`config.mk`:
```
export PLATFORM = sky130hd
export DESIGN_NAME = rns_convertor_seq
export DESIGN_NICKNAME = d
export VERILOG_FILES = /design/src/rtl/rns_pkg.sv /design/src/rtl/rns_mod_mac.sv /design/src/rtl/rns_convertor_seq.sv
export SDC_FILE = /design/constraint.sdc
export NUM_CORES = 2
export LEC_CHECK = 0
export BUFFER_PORTS_ARGS = -buffer_cell sky130_fd_sc_hd__buf_2
export CAP_MARGIN = 15
export CELL_PAD_IN_SITES_DETAIL_PLACEMENT = 0
export CELL_PAD_IN_SITES_GLOBAL_PLACEMENT = 1
export CORE_ASPECT_RATIO = 1.25
export CORE_MARGIN = 1.5
export CORE_UTILIZATION = 54
export CTS_BUF_LIST = sky130_fd_sc_hd__clkbuf_4 sky130_fd_sc_hd__clkbuf_8
export CTS_CLUSTER_SIZE = 10
export DETAILED_ROUTE_END_ITERATION = 8
export PLACE_DENSITY = 0.95
export SLEW_MARGIN = 15
export SYNTH_ARGS = -nofsm -noshare
export SYNTH_HDL_FRONTEND = slang
export SYNTH_SLANG_ARGS = --single-unit
export TNS_END_PERCENT = 30
```
`constraint.sdc`:
```
create_clock -name clk -period 199.2 [get_ports clk]
set_clock_uncertainty 0.1 [all_clocks]
set_input_delay 59.76 -clock clk [delete_from_list [all_inputs] [get_ports clk]]
set_output_delay 59.76 -clock clk [all_outputs]
set_load 0.02 [all_outputs]
```
`src/rtl/rns_pkg.sv`:
```
`default_nettype none
// ============================================================================
// Package  : rns_pkg
// Brief    : Default moduli set, CRT weights and FSM/mode types shared by the
//            sequential int<->RNS convertor.
// Revision : 1.0 - initial release
// ============================================================================
package rns_pkg;

    localparam int RNS_N_MOD = 4;
    localparam int RNS_RES_W = 8;
    localparam int RNS_INT_W = 32;

    localparam int CRT_W_WIDTH  = RNS_N_MOD * RNS_INT_W;
    localparam int M_PROD_WIDTH = RNS_INT_W;

    // Pairwise coprime moduli 251, 253, 254, 255; channel 0 in the LSBs
    localparam logic [RNS_N_MOD*RNS_RES_W-1:0] MODULI =
        {8'd255, 8'd254, 8'd253, 8'd251};

    // Mi * inv(Mi mod mi) mod M for each channel, channel 0 in the LSBs
    localparam logic [CRT_W_WIDTH-1:0] CRT_W =
        {32'd3596936926, 32'd1376427525, 32'd1024208010, 32'd2228606160};

    localparam logic [M_PROD_WIDTH-1:0] M_PROD           = 32'd4113089310;
    localparam logic [RNS_INT_W-1:0]    INT_RNS_DELTA    = 32'd181877986;
    localparam logic [RNS_INT_W-1:0]    RNS_MIDDLE_POINT = 32'd2056544655;

    typedef enum logic [1:0] {
        IDLE = 2'd0,
        CALC = 2'd1,
        DONE = 2'd2
    } rns_cvt_state_t;

    typedef enum logic {
        MODE_INT2RNS = 1'b0,
        MODE_RNS2INT = 1'b1
    } rns_cvt_mode_t;

endpackage
`default_nettype wire

```
`src/rtl/rns_mod_mac.sv`:
```
`default_nettype none
// ============================================================================
// Module   : rns_mod_mac
// Brief    : Combinational (a + w*r) % m step; with w=r=0 it reduces a % m.
// Revision : 1.0 - initial release
// ============================================================================
module rns_mod_mac #(
    parameter int INT_W = 32,
    parameter int RES_W = 8
) (
    input  logic [INT_W-1:0] a,
    input  logic [INT_W-1:0] w,
    input  logic [RES_W-1:0] r,
    input  logic [INT_W-1:0] m,
    output logic [INT_W-1:0] y
);

    // Full-width product and sum so nothing is lost before the reduction
    localparam int PROD_W = INT_W + RES_W + 1;

    assign y = INT_W'(((PROD_W'(w) * PROD_W'(r)) + PROD_W'(a)) % PROD_W'(m));

endmodule
`default_nettype wire

```
`src/rtl/rns_convertor_seq.sv`:
```
`default_nettype none
// ============================================================================
// Module   : rns_convertor_seq
// Brief    : Sequential int<->RNS convertor, one residue channel per cycle,
//            direction selected per transaction. Optional residue/width range
//            check enabled by defining RNS_RANGE_CHECK_EN.
// Revision : 1.0 - initial release
// ============================================================================
module rns_convertor_seq #(
    parameter int                      N_MOD  = rns_pkg::RNS_N_MOD,
    parameter int                      RES_W  = rns_pkg::RNS_RES_W,
    parameter int                      INT_W  = rns_pkg::RNS_INT_W,
    parameter logic [N_MOD*RES_W-1:0]  MODULI = rns_pkg::MODULI,
    parameter logic [N_MOD*INT_W-1:0]  CRT_W  = rns_pkg::CRT_W,
    parameter logic [INT_W-1:0]        M_PROD = rns_pkg::M_PROD
) (
    input  logic                   clk,
    input  logic                   rst,
    input  logic                   in_valid,
    output logic                   in_ready,
    input  logic                   in_mode,
    input  logic [N_MOD*RES_W-1:0] in_data,
    output logic                   out_valid,
    input  logic                   out_ready,
    output logic                   out_mode,
    output logic [N_MOD*RES_W-1:0] out_data,
    output logic                   out_err
);

    import rns_pkg::*;

    // The residue vector is assumed at least as wide as the integer
    localparam int DATA_W = N_MOD * RES_W;
    localparam int CHAN_W = $clog2(N_MOD);

    localparam logic [INT_W-1:0]  c_delta = INT_W'(0) - M_PROD;
    localparam logic [INT_W-1:0]  c_mid   = {1'b0, M_PROD[INT_W-1:1]} + INT_W'(M_PROD[0]);
    localparam logic [CHAN_W-1:0] c_last  = CHAN_W'(N_MOD - 1);

    rns_cvt_state_t     r_state;
    rns_cvt_state_t     w_next;
    logic               r_mode;
    logic [CHAN_W-1:0]  r_chan;
    logic [DATA_W-1:0]  r_src;
    logic [INT_W-1:0]   r_acc;
    logic [DATA_W-1:0]  r_out;

    logic [INT_W-1:0]   w_in_int;
    logic [INT_W-1:0]   w_x;
    logic [RES_W-1:0]   w_res;
    logic [RES_W-1:0]   w_mod;
    logic [INT_W-1:0]   w_wgt;
    logic [INT_W-1:0]   w_mac_a;
    logic [INT_W-1:0]   w_mac_w;
    logic [RES_W-1:0]   w_mac_r;
    logic [INT_W-1:0]   w_mac_m;
    logic [INT_W-1:0]   w_mac;
    logic [INT_W-1:0]   w_final;

    // Negative integers are folded into [M/2, M) before reduction
    assign w_in_int = in_data[INT_W-1:0];
    assign w_x      = w_in_int[INT_W-1] ? (w_in_int - c_delta) : w_in_int;

    assign w_res = r_src[r_chan*RES_W +: RES_W];
    assign w_mod = MODULI[r_chan*RES_W +: RES_W];
    assign w_wgt = CRT_W[r_chan*INT_W +: INT_W];

    always_comb begin
        w_mac_a = r_src[INT_W-1:0];
        w_mac_w = '0;
        w_mac_r = '0;
        w_mac_m = INT_W'(w_mod);
        if (r_mode) begin
            w_mac_a = r_acc;
            w_mac_w = w_wgt;
            w_mac_r = w_res;
            w_mac_m = M_PROD;
        end
    end

    rns_mod_mac #(
        .INT_W (INT_W),
        .RES_W (RES_W)
    ) u_mac (
        .a (w_mac_a),
        .w (w_mac_w),
        .r (w_mac_r),
        .m (w_mac_m),
        .y (w_mac)
    );

    // Upper half of the range maps back to negative two's complement
    assign w_final = (w_mac >= c_mid) ? (w_mac + c_delta) : w_mac;

    always_ff @(posedge clk) begin
        if (rst) begin
            r_state <= IDLE;
        end else begin
            r_state <= w_next;
        end
    end

    always_comb begin
        w_next = r_state;
        unique case (r_state)
            IDLE:    if (in_valid)         w_next = CALC;
            CALC:    if (r_chan == c_last) w_next = DONE;
            DONE:    if (out_ready)        w_next = IDLE;
            default:                       w_next = IDLE;
        endcase
    end

    always_ff @(posedge clk) begin
        if (rst) begin
            r_mode <= 1'b0;
            r_chan <= '0;
            r_src  <= '0;
            r_acc  <= '0;
            r_out  <= '0;
        end else begin
            unique case (r_state)
                IDLE: begin
                    if (in_valid) begin
                        r_mode <= in_mode;
                        r_src  <= in_mode ? in_data : DATA_W'(w_x);
                        r_chan <= '0;
                        r_acc  <= '0;
                        r_out  <= '0;
                    end
                end
                CALC: begin
                    r_chan <= r_chan + CHAN_W'(1);
                    if (r_mode) begin
                        r_acc <= w_mac;
                        if (r_chan == c_last) begin
                            r_out <= DATA_W'(w_final);
                        end
                    end else begin
                        r_out[r_chan*RES_W +: RES_W] <= w_mac[RES_W-1:0];
                    end
                end
                default: ;
            endcase
        end
    end

    assign in_ready  = (r_state == IDLE) && !rst;
    assign out_valid = (r_state == DONE);
    assign out_mode  = r_mode;
    assign out_data  = r_out;

`ifdef RNS_RANGE_CHECK_EN
    logic [N_MOD-1:0] w_over;
    logic             w_hi;
    logic             w_err_in;
    logic             r_err;

    for (genvar gi = 0; gi < N_MOD; gi++) begin : g_chk
        assign w_over[gi] = in_data[gi*RES_W +: RES_W] >= MODULI[gi*RES_W +: RES_W];
    end

    if (DATA_W > INT_W) begin : g_hi
        assign w_hi = |in_data[DATA_W-1:INT_W];
    end else begin : g_no_hi
        assign w_hi = 1'b0;
    end

    assign w_err_in = in_mode ? (|w_over) : w_hi;

    always_ff @(posedge clk) begin
        if (rst) begin
            r_err <= 1'b0;
        end else if ((r_state == IDLE) && in_valid) begin
            r_err <= w_err_in;
        end
    end

    assign out_err = r_err && (r_state == DONE);
`else
    assign out_err = 1'b0;
`endif

endmodule
`default_nettype wire

```
# Word-level counts from Yosys, hierarchy flattened
# Cells that the tools add are included.
[totals]
in_bits = 37
mem_bits_ro = 0
latchBits = 0
mem_bits_rw = 0
mem_count = 0
out_inout_bits = 36
reg_bits = 101
[op_classes]
eq_ne = 8
order_cmp = 1
div_mod_pow = 1
addsub = 5
reduce_logical = 9
shifts = 5
bitwise_logic = 0
multipliers = 1
n_mux = 20
[ops]
columns = ["operator", "count"]
rows = [
  ["$mux 32", 10],
  ["$pmux 32 s2", 2],
  ["$shiftx 128x8->32 const A", 1],
  ["$add 40x32->41", 1],
  ["$mod 41x32->41", 1],
  ["$mul 32x8->40", 1],
  ["$neg 5->34", 1],
  ["$shift 8x34->32 const A", 1],
  ["$shiftx 8x34->32", 1],
  ["$add 32x28->32 const B", 1],
  ["$bwmux 32", 1],
  ["$ge 32x31->1 const B", 1],
  ["$shiftx 32x6->8", 1],
  ["$shiftx 32x6->8 const A", 1],
  ["$sub 32x28->32 const B", 1],
  ["$reduce_and 3->1", 3],
  ["$mux 2", 4],
  ["$mux 8", 1],
  ["$ne 2x2->1 const B", 3],
  ["$pmux 2 s3", 1],
  ["$eq 2x2->1 const B", 2],
  ["$pmux 2 s2", 1],
  ["$reduce_and 2->1", 2],
  ["$ne 3x3->1 const B", 1],
  ["other kinds (7)", 7],
]

# Depth between registers and ports, before layout
[logic_depth]
depth_word = 10
depth_mapped = 536

# Modules after synthesis
# From an unflattened synthesis, not the netlist that was laid out.
[hier_totals]
cells_unflattened = 8599
hier_area_um2 = 61851.8
[by_module_without_submodules]
columns = ["module", "cells_each", "seq_area_each_um2", "instances", "area_each_um2"]
rows = [
  ["rns_mod_mac", 7852, 0.0, 1, 55791.0],
  ["rns_convertor_seq", 747, 2021.9, 1, 6060.8],
]

# Least setup slack after synthesis
# Ideal clock, no wire load.
[synth_path]
path_kind = "input -> output"
from = "in rst"
to = "out in_ready"
path_buffers = 3
setup_slack_ns = 78.732
arrival_ns = 60.608
cell_stages = 4
t_required_ns = 139.340
path_cell_list = "buf_6 buf_6 buf_4 nor3_1"
[synth_via]
elab_chain_cells = 2
[synth_rtl]
columns = ["item", "line_no", "text"]
rows = [
  ["from (decl)", "rns_convertor_seq.sv:18", "input logic rst,"],
  ["$logic_not 1->1", "rns_convertor_seq.sv:147", "assign in_ready = (r_state == IDLE) && !rst;"],
  ["$logic_and 1x1->1", "rns_convertor_seq.sv:147", ""],
  ["to (decl)", "rns_convertor_seq.sv:20", "output logic in_ready,"],
]
# No other way between the ends.

# Worst setup path in the final report
# Ends and elaborated chain as after synthesis.

==> qor.log <==
INFO  timing         final-hold-violation-count=0
INFO  setup_path     cp_top_family=buffers and inverters
INFO  setup_path     worst_setup_path_start_kind=input port
INFO  setup_path     timing.setup.critical_path_class=input port to primary output
INFO  global_route   grt_overflow_total=0
INFO  timing         grt_setup_unrepaired=no
INFO  global_route   grt_antenna_before_repair=0
INFO  drt            remaining_drc_errors=0
INFO  synthesis      synth_ff_type=sky130_fd_sc_hd__dfxtp_1
INFO  clocking       cts_repair_resize_count=0
INFO  synthesis      syn_area_per_cell=7.21squm
INFO  synthesis      synth_top_cells_by_area=sky130_fd_sc_hd__ha_1 11%, sky130_fd_sc_hd__fa_1 6.2%, sky130_fd_sc_hd__nor2_1 5.4%
INFO  global_route   grt_first_pass_wirelength=310000um
INFO  global_route   first_global_vias=60608
INFO  synthesis      synth_warnings=0
INFO  drt            drt_iter0_drc=5047
INFO  cells_and_area most_common_cell_after_layout_fill_and_taps_aside=sky130_fd_sc_hd__nor2_1
INFO  synthesis      portion_of_the_post_synthesis_area_used_by_sequential_elements=3.32%
INFO  clocking       clkSinkCount=101
INFO  synthesis      synth-edff-count=0
INFO  synthesis      synth.distinct_cells=184
INFO  clocking       cts.root.buffer_cell=sky130_fd_sc_hd__clkbuf_8
INFO  cells_and_area flow.area_growth_from_synthesis=1.18%
INFO  job            cap_violations=0
INFO  synthesis      mappedNetlistNets=9234
INFO  drt            avgRoutedWirePerCell=19.8um
INFO  setup_path     crit_top_cell=sky130_fd_sc_hd__buf_2
INFO  cells_and_area stdcell_area=61700squm
INFO  global_route   globalRouteMet2Util=58.3%
INFO  drt            routed_wirelength=193000um
INFO  floorplanning  core.rowCount=137
INFO  timing         worst_slew_pin_slew=1100ps
INFO  floorplanning  io_pins=73
INFO  drt            drt.antenna.violating_nets=0
INFO  floorplanning  core_region_area=112000squm
INFO  timing         post-route-period-util=60.6%
INFO  drt            route.detailed.vias_per_inst=6.55
INFO  global_route   gr-usage-met1=38.6%
INFO  setup_path     timing.critical_path.slowest_stage_cell=sky130_fd_sc_hd__buf_4
INFO  clocking       cts.repair_timing.setup_buffer_count=0
INFO  clocking       cts_buffers=9
INFO  floorplanning  die_x=303um
INFO  setup_path     worst_setup_path_end_kind=primary output
INFO  drt            detailedRoute.firstPassIterationCount=6
INFO  synthesis      ys_seq_elements=101
INFO  setup_path     required_time_worst_endpoint=139340ps
INFO  placement      dpl_cell_area=61500squm
INFO  clocking       cts-root-to-sink-buffers=2
INFO  floorplanning  die_area=115000squm
INFO  clocking       cts_hold_buffers=0
INFO  timing         final_min_period=120690ps
INFO  clocking       cts_htree_levels=3
INFO  cells_and_area layout.cells.most_common_list=875 x sky130_fd_sc_hd__nor2_1, 744 x sky130_fd_sc_hd__nand2_1, 584 x sky130_fd_sc_hd__a21oi_1, 555 x sky130_fd_sc_hd__ha_1, 520 x sky130_fd_sc_hd__inv_1
INFO  setup_path     worst-path-max-fanout=90
INFO  timing         max_slew_margin=26.4%
INFO  synthesis      synth_async_sr_flop_share=0%
INFO  outcome        outcome=completed
INFO  synthesis      synthesis.instances=8454
INFO  clocking       path_clk_slew=100ps
INFO  timing         achievable-frequency=0.00829GHz
INFO  global_route   pin_count_of_the_biggest_net_entering_global_routing=100
INFO  global_route   top_usage_layer=met2
INFO  global_route   grt_usage=32.3%
INFO  timing         setup_total_negative_slack=0ps
INFO  setup_path     worstPathCellList=buf_2 -> buf_4 -> nor3_1 -> buf_2
INFO  synthesis      netlist_area=60900squm
INFO  floorplanning  floorplan.die.height=379um
INFO  placement      hpwl=159000um
INFO  setup_path     critical_path_arrival=60830ps
INFO  clocking       cts_tree=done
INFO  global_route   grt_util_met3=2.17%
INFO  setup_path     critical_path.max_stage_delay=700ps
INFO  cells_and_area layout.nets=9104
INFO  setup_path     timing.critical_path.buf_inv=3
INFO  placement      place.gp.congestion=1.01
INFO  floorplanning  initial_cell_density_of_the_core=54.5%
INFO  timing         finalSetupViolCount=0
INFO  drt            routed-via-count=64145
INFO  synthesis      synth_top_area_cell=sky130_fd_sc_hd__ha_1
INFO  placement      numPortBuffers=71
INFO  timing         final-max-slew-violation-count=0
INFO  synthesis      yosys.area.top_type_share=11.4%
INFO  cells_and_area drive_above_1_share=7.97%
INFO  hold_path      hold_crit_class=flip-flop to flip-flop
INFO  clocking       worst_skew_pair.late_latency=400ps
[state kept, by name, summed over array words and instances (netlist names)]
signal,count
out_mode,1
r_state,2
r_src,32
r_acc,32
r_chan,2
out_data,32
[stage by stage]
| step | worst slack (ps) | hold WS [ps] | std cells | util (%) |
|---|---|---|---|---|
| after detailed placement | 78510 | 349 | 9772 | 55.0 |
| after floorplan | 78730 | 343 | 8454 | - |
| final | 78510 | 359 | 9789 | 55.2 |
| after global routing | 75500 | 387 | 9788 | 55.2 |
| after CTS | 78510 | 362 | 9788 | 55.2 |
| after global placement | 78480 | 339 | 9772 | 55.0 |
[worst min-delay path, stage by stage (launching register included)]
cell	delay, ps
sky130_fd_sc_hd__dfxtp_1	320
sky130_fd_sc_hd__nand2_1	50
sky130_fd_sc_hd__o21ai_1	50
[cells in the mapped netlist (34+ instances only)]
| cell type | number |
|---|---|
| sky130_fd_sc_hd__a211oi_1 | 129 |
| sky130_fd_sc_hd__clkbuf_1 | 57 |
| sky130_fd_sc_hd__o31a_1 | 36 |
| sky130_fd_sc_hd__or2_2 | 73 |
| sky130_fd_sc_hd__or3_1 | 108 |
| sky130_fd_sc_hd__nor4_1 | 95 |
| sky130_fd_sc_hd__nand3_1 | 223 |
| sky130_fd_sc_hd__a31oi_1 | 86 |
| sky130_fd_sc_hd__nor3b_1 | 38 |
| sky130_fd_sc_hd__dfxtp_1 | 101 |
| sky130_fd_sc_hd__xnor2_1 | 369 |
| sky130_fd_sc_hd__and4_1 | 40 |
| sky130_fd_sc_hd__o21ai_0 | 322 |
| sky130_fd_sc_hd__a211o_1 | 48 |
| sky130_fd_sc_hd__nand2b_1 | 105 |
| sky130_fd_sc_hd__mux2i_1 | 155 |
| sky130_fd_sc_hd__mux2_2 | 81 |
| sky130_fd_sc_hd__and3_1 | 98 |
| sky130_fd_sc_hd__a21oi_1 | 584 |
| sky130_fd_sc_hd__buf_4 | 73 |
| sky130_fd_sc_hd__o31ai_1 | 84 |
| sky130_fd_sc_hd__or4_1 | 45 |
| sky130_fd_sc_hd__buf_6 | 63 |
| sky130_fd_sc_hd__o211ai_1 | 112 |
| sky130_fd_sc_hd__and2_1 | 140 |
| sky130_fd_sc_hd__o21ai_1 | 103 |
| sky130_fd_sc_hd__nor3_1 | 261 |
| sky130_fd_sc_hd__xor2_1 | 257 |
| sky130_fd_sc_hd__inv_1 | 521 |
| sky130_fd_sc_hd__nor2_1 | 877 |
| sky130_fd_sc_hd__o22ai_1 | 36 |
| sky130_fd_sc_hd__o21a_1 | 131 |
| sky130_fd_sc_hd__nand4_1 | 123 |
| sky130_fd_sc_hd__ha_1 | 555 |
| sky130_fd_sc_hd__a21o_1 | 156 |
| sky130_fd_sc_hd__fa_1 | 188 |
| sky130_fd_sc_hd__nand2_1 | 744 |
| sky130_fd_sc_hd__a22oi_1 | 34 |
| sky130_fd_sc_hd__nor2b_1 | 95 |
[worst paths after layout]
check,to,from,cells past startpoint,slack (ps)
setup reg to reg,out_data[29]$_SDFFE_PP0P_,r_chan[0]$_SDFFE_PP0P_,423,84840
setup / recovery,in_ready,rst,4,78510
hold reg to reg,out_data[6]$_SDFFE_PP0P_,out_data[6]$_SDFFE_PP0P_,2,360
hold / removal,out_data[6]$_SDFFE_PP0P_,out_data[6]$_SDFFE_PP0P_,2,360
[layer usage]
layer	vias up	wire, um
met5	-	0
met4	0	9910
met3	486	8520
met2	1989	95800
met1	30493	79200
li1	31177	-
[cells by family (layout without fill, tap and decap cells)]
group | Yosys count | after routing | share of synthesized area [%]
AOI/OAI and AO/OA | 2548 | 2548 | 29.9
xor gates and xnor gates | 630 | 630 | 9.10
adders and majority gates | 747 | 747 | 17.6
buffers and inverters | 796 | 671 | 6.77
DFF | 101 | 101 | 3.32
muxes | 262 | 262 | 4.66
other | 1 | 2 | 0.00615
and+or+nand+nor | 3369 | 3369 | 28.6
[final cells by class]
class | instances | area, sq um
Inverter | 526 | 1980
Clock buffer | 9 | 124
Antenna cell | 1 | 2.50
Timing Repair Buffer | 129 | 803
Tap cell | 1459 | 1830
Sequential cell | 101 | 2030
Clock inverter | 7 | 62.6
Fill cell | 11063 | 50100
Multi-Input combinational cell | 7557 | 54800
Power is left out: the tool's default activity adds up to more than one toggle a clock period on the data nets, which glitch-free logic cannot reach.
